$ cat config.mk
export PLATFORM = sky130hd
export DESIGN_NAME = muldiv_stall_ctrl_flat
export DESIGN_NICKNAME = d
export VERILOG_FILES = /design/src/rtl/muldiv_stall_ctrl_pkg.sv /design/src/rtl/muldiv_stall_ctrl_if.sv /design/src/rtl/muldiv_stall_ctrl_md_iter_counter.sv /design/src/rtl/muldiv_stall_ctrl.sv /design/src/flat_wrapper.sv
export SDC_FILE = /design/constraint.sdc
export NUM_CORES = 1
export LEC_CHECK = 0
export ABC_AREA = 1
export BUFFER_PORTS_ARGS = -buffer_cell sky130_fd_sc_hd__buf_2
export CORE_AREA = 2 2 39 41
export DETAILED_ROUTE_END_ITERATION = 8
export DIE_AREA = 0 0 41 43
export PLACE_DENSITY = 0.81
export SYNTH_ARGS = -nofsm -noshare
export SYNTH_HDL_FRONTEND = slang
export SYNTH_SLANG_ARGS = --single-unit
$ cat constraint.sdc
create_clock -name CLK -period 1.4 [get_ports CLK]
set_input_delay 0.07 -clock CLK [delete_from_list [all_inputs] [get_ports CLK]]
set_output_delay 0.07 -clock CLK [all_outputs]
set_load 0.05 [all_outputs]
$ cat src/rtl/muldiv_stall_ctrl_pkg.sv
// ---------------------------------------------------------------------------
// muldiv_stall_ctrl_pkg
// Shared definitions for the mul/div stall controller:
//   md_state_e         - 2-bit FSM state encoding (IDLE, DIV_RUN, MUL_RUN, DONE)
//   DEF_DIV_CYCLES     - default number of division iterations
//   DEF_MUL_CYCLES     - default number of multiply iterations
// ---------------------------------------------------------------------------
package muldiv_stall_ctrl_pkg;

    localparam int DEF_DIV_CYCLES = 32;
    localparam int DEF_MUL_CYCLES = 4;

    typedef enum logic [1:0] {
        IDLE    = 2'd0,
        DIV_RUN = 2'd1,
        MUL_RUN = 2'd2,
        DONE    = 2'd3
    } md_state_e;

endpackage

$ cat src/rtl/muldiv_stall_ctrl_if.sv
// ---------------------------------------------------------------------------
// muldiv_stall_ctrl_if
// Bundle between the pipeline and the mul/div stall controller.
//   Pipeline -> controller : DIV_REQ, MUL_REQ, SIG_BJ, SIG_HAZARDS_D
//   Controller -> pipeline : UNIT_START, STALL_IFID, STALL_IDEX, BUBBLE_EXMEM,
//                            FLUSH_IFID, FLUSH_IDEX, MD_BUSY, MD_DONE
// Modports:
//   master - pipeline side (drives requests, receives stall/flush controls)
//   slave  - controller side
// ---------------------------------------------------------------------------
interface muldiv_stall_ctrl_if;

    logic DIV_REQ;
    logic MUL_REQ;
    logic SIG_BJ;
    logic SIG_HAZARDS_D;
    logic UNIT_START;
    logic STALL_IFID;
    logic STALL_IDEX;
    logic BUBBLE_EXMEM;
    logic FLUSH_IFID;
    logic FLUSH_IDEX;
    logic MD_BUSY;
    logic MD_DONE;

    modport master (
        output DIV_REQ, MUL_REQ, SIG_BJ, SIG_HAZARDS_D,
        input  UNIT_START, STALL_IFID, STALL_IDEX, BUBBLE_EXMEM,
        input  FLUSH_IFID, FLUSH_IDEX, MD_BUSY, MD_DONE
    );

    modport slave (
        input  DIV_REQ, MUL_REQ, SIG_BJ, SIG_HAZARDS_D,
        output UNIT_START, STALL_IFID, STALL_IDEX, BUBBLE_EXMEM,
        output FLUSH_IFID, FLUSH_IDEX, MD_BUSY, MD_DONE
    );

endinterface

$ cat src/rtl/muldiv_stall_ctrl_md_iter_counter.sv
// ---------------------------------------------------------------------------
// md_iter_counter
// Iteration counter for the multi-cycle mul/div unit. Loads a start value,
// decrements by one per enabled cycle and saturates at zero (never wraps).
// Ports:
//   clk, rst_n - clock, asynchronous active-low reset (clears count to 0)
//   load       - load load_val (has priority over dec)
//   load_val   - value to load
//   dec        - decrement by one when non-zero
//   zero       - count is zero
// ---------------------------------------------------------------------------
module md_iter_counter #(
    parameter int CNT_W = 6
) (
    input  logic             clk,
    input  logic             rst_n,
    input  logic             load,
    input  logic [CNT_W-1:0] load_val,
    input  logic             dec,
    output logic             zero
);

    logic [CNT_W-1:0] cnt_q;

    always_ff @(posedge clk or negedge rst_n) begin
        if (!rst_n) begin
            cnt_q <= '0;
        end else if (load) begin
            cnt_q <= load_val;
        end else if (dec && (cnt_q != '0)) begin
            cnt_q <= cnt_q - CNT_W'(1);
        end
    end

    assign zero = (cnt_q == '0);

endmodule

$ cat src/rtl/muldiv_stall_ctrl.sv
// ---------------------------------------------------------------------------
// muldiv_stall_ctrl
// Pipeline stall/flush controller for a multi-cycle mul/div unit.
// A DIV/MUL request in IDLE pulses UNIT_START and stalls the front of the
// pipeline for DIV_CYCLES+1 / MUL_CYCLES+1 cycles; MD_DONE marks the one
// cycle the result is valid in EX. Branch/jump flushes and load-use
// hazards are merged combinationally with the mul/div stall.
// Ports:
//   CLK    - rising-edge clock
//   RESETN - asynchronous active-low reset
//   bus    - muldiv_stall_ctrl_if.slave (requests in, stall/flush out)
// Build option:
//   MULDIV_FAST_MUL_EN - multiply is single-cycle; MUL_REQ never stalls.
// ---------------------------------------------------------------------------
module muldiv_stall_ctrl
    import muldiv_stall_ctrl_pkg::*;
#(
    parameter int DIV_CYCLES = DEF_DIV_CYCLES,
    parameter int MUL_CYCLES = DEF_MUL_CYCLES,
    parameter int CNT_W      = 6
) (
    input  logic                 CLK,
    input  logic                 RESETN,
    muldiv_stall_ctrl_if.slave   bus
);

    md_state_e        state_q, state_d;
    logic             mul_req_eff;
    logic             unit_start;
    logic             md_run;
    logic             md_stall;
    logic             cnt_load, cnt_dec, cnt_zero;
    logic [CNT_W-1:0] cnt_load_val;

`ifdef MULDIV_FAST_MUL_EN
    // Multiply completes in EX without the iterative unit.
    assign mul_req_eff = 1'b0;
`else
    assign mul_req_eff = bus.MUL_REQ;
`endif

    md_iter_counter #(
        .CNT_W (CNT_W)
    ) u_iter_cnt (
        .clk      (CLK),
        .rst_n    (RESETN),
        .load     (cnt_load),
        .load_val (cnt_load_val),
        .dec      (cnt_dec),
        .zero     (cnt_zero)
    );

    always_ff @(posedge CLK or negedge RESETN) begin
        if (!RESETN) begin
            state_q <= IDLE;
        end else begin
            state_q <= state_d;
        end
    end

    always_comb begin
        state_d      = state_q;
        cnt_load     = 1'b0;
        cnt_load_val = '0;
        cnt_dec      = 1'b0;
        unit_start   = 1'b0;
        case (state_q)
            IDLE: begin
                // RESETN gates the start pulse so it stays low while reset is held.
                if (RESETN && !bus.SIG_BJ) begin
                    if (bus.DIV_REQ) begin
                        state_d      = DIV_RUN;
                        cnt_load     = 1'b1;
                        cnt_load_val = CNT_W'(DIV_CYCLES - 1);
                        unit_start   = 1'b1;
                    end else if (mul_req_eff) begin
                        state_d      = MUL_RUN;
                        cnt_load     = 1'b1;
                        cnt_load_val = CNT_W'(MUL_CYCLES - 1);
                        unit_start   = 1'b1;
                    end
                end
            end
            DIV_RUN, MUL_RUN: begin
                // SIG_BJ here is illegal and deliberately ignored by the FSM.
                if (cnt_zero) begin
                    state_d = DONE;
                end else begin
                    cnt_dec = 1'b1;
                end
            end
            DONE: begin
                state_d = IDLE;
            end
            default: begin
                state_d = IDLE;
            end
        endcase
    end

    assign md_run   = (state_q == DIV_RUN) || (state_q == MUL_RUN);
    assign md_stall = unit_start || md_run;

    always_comb begin
        bus.UNIT_START   = unit_start;
        bus.MD_BUSY      = md_run;
        bus.MD_DONE      = (state_q == DONE);
        bus.STALL_IFID   = md_stall;
        bus.STALL_IDEX   = md_stall;
        bus.BUBBLE_EXMEM = md_stall;
        bus.FLUSH_IFID   = 1'b0;
        bus.FLUSH_IDEX   = 1'b0;
        if (bus.SIG_BJ) begin
            bus.FLUSH_IFID = 1'b1;
            bus.FLUSH_IDEX = 1'b1;
        end else if (bus.SIG_HAZARDS_D && !md_stall) begin
            // Load-use: hold IF/ID and inject a bubble via the ID/EX flush.
            bus.STALL_IFID = 1'b1;
            bus.FLUSH_IDEX = 1'b1;
        end
    end

endmodule

$ cat src/flat_wrapper.sv
// flat-port wrapper written by rule: the top's interface ports become plain ports
module muldiv_stall_ctrl_flat import muldiv_stall_ctrl_pkg::*;
#(
    parameter int DIV_CYCLES = DEF_DIV_CYCLES,
    parameter int MUL_CYCLES = DEF_MUL_CYCLES,
    parameter int CNT_W      = 6
)
  (CLK, RESETN, bus_DIV_REQ, bus_MUL_REQ, bus_SIG_BJ, bus_SIG_HAZARDS_D, bus_UNIT_START, bus_STALL_IFID, bus_STALL_IDEX, bus_BUBBLE_EXMEM, bus_FLUSH_IFID, bus_FLUSH_IDEX, bus_MD_BUSY, bus_MD_DONE);
  muldiv_stall_ctrl_if bus_i ();
  input  logic CLK;
  input  logic RESETN;
  input wire logic [$bits(bus_i.DIV_REQ)-1:0] bus_DIV_REQ;
  input wire logic [$bits(bus_i.MUL_REQ)-1:0] bus_MUL_REQ;
  input wire logic [$bits(bus_i.SIG_BJ)-1:0] bus_SIG_BJ;
  input wire logic [$bits(bus_i.SIG_HAZARDS_D)-1:0] bus_SIG_HAZARDS_D;
  output wire logic [$bits(bus_i.UNIT_START)-1:0] bus_UNIT_START;
  output wire logic [$bits(bus_i.STALL_IFID)-1:0] bus_STALL_IFID;
  output wire logic [$bits(bus_i.STALL_IDEX)-1:0] bus_STALL_IDEX;
  output wire logic [$bits(bus_i.BUBBLE_EXMEM)-1:0] bus_BUBBLE_EXMEM;
  output wire logic [$bits(bus_i.FLUSH_IFID)-1:0] bus_FLUSH_IFID;
  output wire logic [$bits(bus_i.FLUSH_IDEX)-1:0] bus_FLUSH_IDEX;
  output wire logic [$bits(bus_i.MD_BUSY)-1:0] bus_MD_BUSY;
  output wire logic [$bits(bus_i.MD_DONE)-1:0] bus_MD_DONE;
  assign bus_i.DIV_REQ = bus_DIV_REQ;
  assign bus_i.MUL_REQ = bus_MUL_REQ;
  assign bus_i.SIG_BJ = bus_SIG_BJ;
  assign bus_i.SIG_HAZARDS_D = bus_SIG_HAZARDS_D;
  assign bus_UNIT_START = bus_i.UNIT_START;
  assign bus_STALL_IFID = bus_i.STALL_IFID;
  assign bus_STALL_IDEX = bus_i.STALL_IDEX;
  assign bus_BUBBLE_EXMEM = bus_i.BUBBLE_EXMEM;
  assign bus_FLUSH_IFID = bus_i.FLUSH_IFID;
  assign bus_FLUSH_IDEX = bus_i.FLUSH_IDEX;
  assign bus_MD_BUSY = bus_i.MD_BUSY;
  assign bus_MD_DONE = bus_i.MD_DONE;
  muldiv_stall_ctrl #(.DIV_CYCLES(DIV_CYCLES), .MUL_CYCLES(MUL_CYCLES), .CNT_W(CNT_W)) u_core (.CLK(CLK), .RESETN(RESETN), .bus(bus_i));
endmodule
==> metrics.cfg <==
[worst_setup_path]
path_depth=6
crit_chain=inv_2 -> ha_4 -> inv_4 -> nand2_4 -> o21bai_4 -> buf_8
endpoint_kind=output port
cp.required_ns=1.33
r2r_cells=8
start_kind=register
worstPathArrival_ns=1.36
crit_buf_inv=3
cp_max_fo=4
cp_slowest_stage_delay_ns=0.39
critPathKind=register to output port
cp_top_family=flip-flops
cp_slowest_cell=dfrtp_1

[timing]
finalCritPeriodShare_pct=102
fin_skew_ns=0.00592
hold_violations=0
hold_slack_ns=0.144
worst_slew_pin_slew_ns=0.247
relSlewSlack_pct=83.4
post-route-min-period_ns=1.43
fin_ws_ns=-0.0265
slew_viol_final=0
setup_viol=2
max_freq_ghz=0.701
rsz0062_at_grt=yes

[cts]
clock_latency_ns=0.27
tritoncts=yes
clock_sinks=8
h-tree-depth=1
numCtsBuffers=3
clock-root-buffer=clkbuf_4
clk_path_buf_depth=2
clk_pin_slew_ns=0.06

[final_layout]
fillers=116
final_common_cell=nand2_1
insertedDiodeCount=0
layout_common_cells=nand2_1, inv_1, buf_4, buf_2, dfrtp_1
final_layout_size_suffix_gt1_share_pct=32.5
area_delta_synth_final_pct=34.2
utilization_pct=62.5
final_nets=129

[synthesis]
syn_area_per_cell_um2=6.85
seq_area_frac_synth_pct=31.1
ys_ff_latch=8
post_synth_instance_area_um2=644
synth_cells=94
synth_top_cell_area_share_pct=31.1
yosysWarningCount=0
syn_nets=104
synth_cell_types=20
yosys-top-cells-area=dfrtp_1, nand2_1, inv_1
yosys.area.top_type=dfrtp_1

[die]
coreArea_mm2=0.00138
row_count=14
floorplan.initialDensity_pct=46.6
num_io_pins=14
fp.dieW_um=41
die_h_um=43
dieArea_mm2=0.00176

[drt]
dr.pass1.iters=4
drc=0
wl_um=1510
dr.first_iter.drc_count=16
via_per_inst=4.96
dr_total_vias=660
final_antenna_net_count=0
wl_per_cell_um=11.4

[global_route]
antenna_found_initial=0
grt_max_degree=9
grt_pass1_wl_um=2660
grt_util_all_layers_pct=23.1
grt_pass1_vias=593
grt_overflow_total=0

[placement]
place_hpwl_um=1090
io_buffer_count=13
gp_congestion=0.866

[outcome]
violations=negative setup slack
status=finished, violations left

[min_path]
hold_class=primary input to register
holdPathStages=4

[job]
max_cap_viol_count=0

==> sequential cells by signal, indices dropped and copies added, names as in the netlist <==
register	flops
u_core.u_iter_cnt.cnt_q	6
u_core.state_q	2
==> routing by layer <==
| metal | global-route usage [%] | vias to the layer above | share of wire [%] |
|---|---|---|---|
| li1 | - | 338 | - |
| met1 | 27.8 | 298 | 42 |
| met2 | 35.6 | 19 | 52 |
| met3 | 6.28 | 5 | 3.8 |
| met4 | 12.0 | 0 | 2.4 |
| met5 | 0 | - | 0 |
==> worst min-delay path: cells and delay by family <==
family / cells / cell delay, ns
AO/OA/AOI/OAI: 1 / 0.08
buffers and inverters: 1 / 0.10
AND/OR/NAND/NOR: 2 / 0.13
==> synth_stat cells, drive strengths merged <==
cell type	n
a21oi	2
buf	2
clkinv	1
dfrtp	8
ha	4
inv	17
nand2	37
nand3	8
nand4	1
nor2	7
o211ai	1
o21ai	5
o21bai	1
==> kinds of logic after synthesis <==
logic type               count (synthesis)  share of synthesized area [%]
adder cells (fa/ha/maj)                  4                           7.77
buffers and inverters                   20                           13.6
AND/OR/NAND/NOR                         53                           39.8
flip-flops                               8                           31.1
AO/OA/AOI/OAI                            9                           7.77
==> metrics by stage <==
step	setup TNS (ns)	setup slack, ns	area [um^2]	cells
floorplan	0	0.0166	676	94
global placement	0	0.127	761	123
detailed placement	0	0.100	761	123
CTS	-0.0151	-0.0135	842	131
global route	-0.328	-0.0901	865	133
finish	-0.0352	-0.0265	865	133
==> area by class of cell <==
type | instances | area, um^2 | share of cell area (%)
clock buffer | 3 | 22.5 | 2.60
timing repair buffer | 22 | 159 | 18.4
multi-input combinational | 66 | 388 | 44.9
sequential | 8 | 200 | 23.2
tap | 16 | 20.0 | 2.32
inverter | 18 | 75.1 | 8.68
==> timing repair <==
action                     in CTS  in global routing
hold buffers                    1                  0
setup endpoints to repair       5                  6
setup buffers                   4                  2
pin swaps                       3                  0
hold endpoints to repair        8                  0
cloned                          0                  0
gates resized for setup         9                  2
==> worst paths after layout <==
kind                                            start                          to  slack, ns
hold / removal                            bus_DIV_REQ           u_core.state_q[1]       0.14
max in group asynchronous                      RESETN  u_core.u_iter_cnt.cnt_q[0]       1.00
hold reg to reg            u_core.u_iter_cnt.cnt_q[0]  u_core.u_iter_cnt.cnt_q[0]       0.48
min in group asynchronous                      RESETN  u_core.u_iter_cnt.cnt_q[2]       0.27
setup reg to reg                    u_core.state_q[0]  u_core.u_iter_cnt.cnt_q[4]       0.10
setup / recovery                    u_core.state_q[0]              bus_FLUSH_IDEX      -0.03
Power is left out: the tool's default activity adds up to more than one toggle a clock period on the data nets, which glitch-free logic cannot reach.
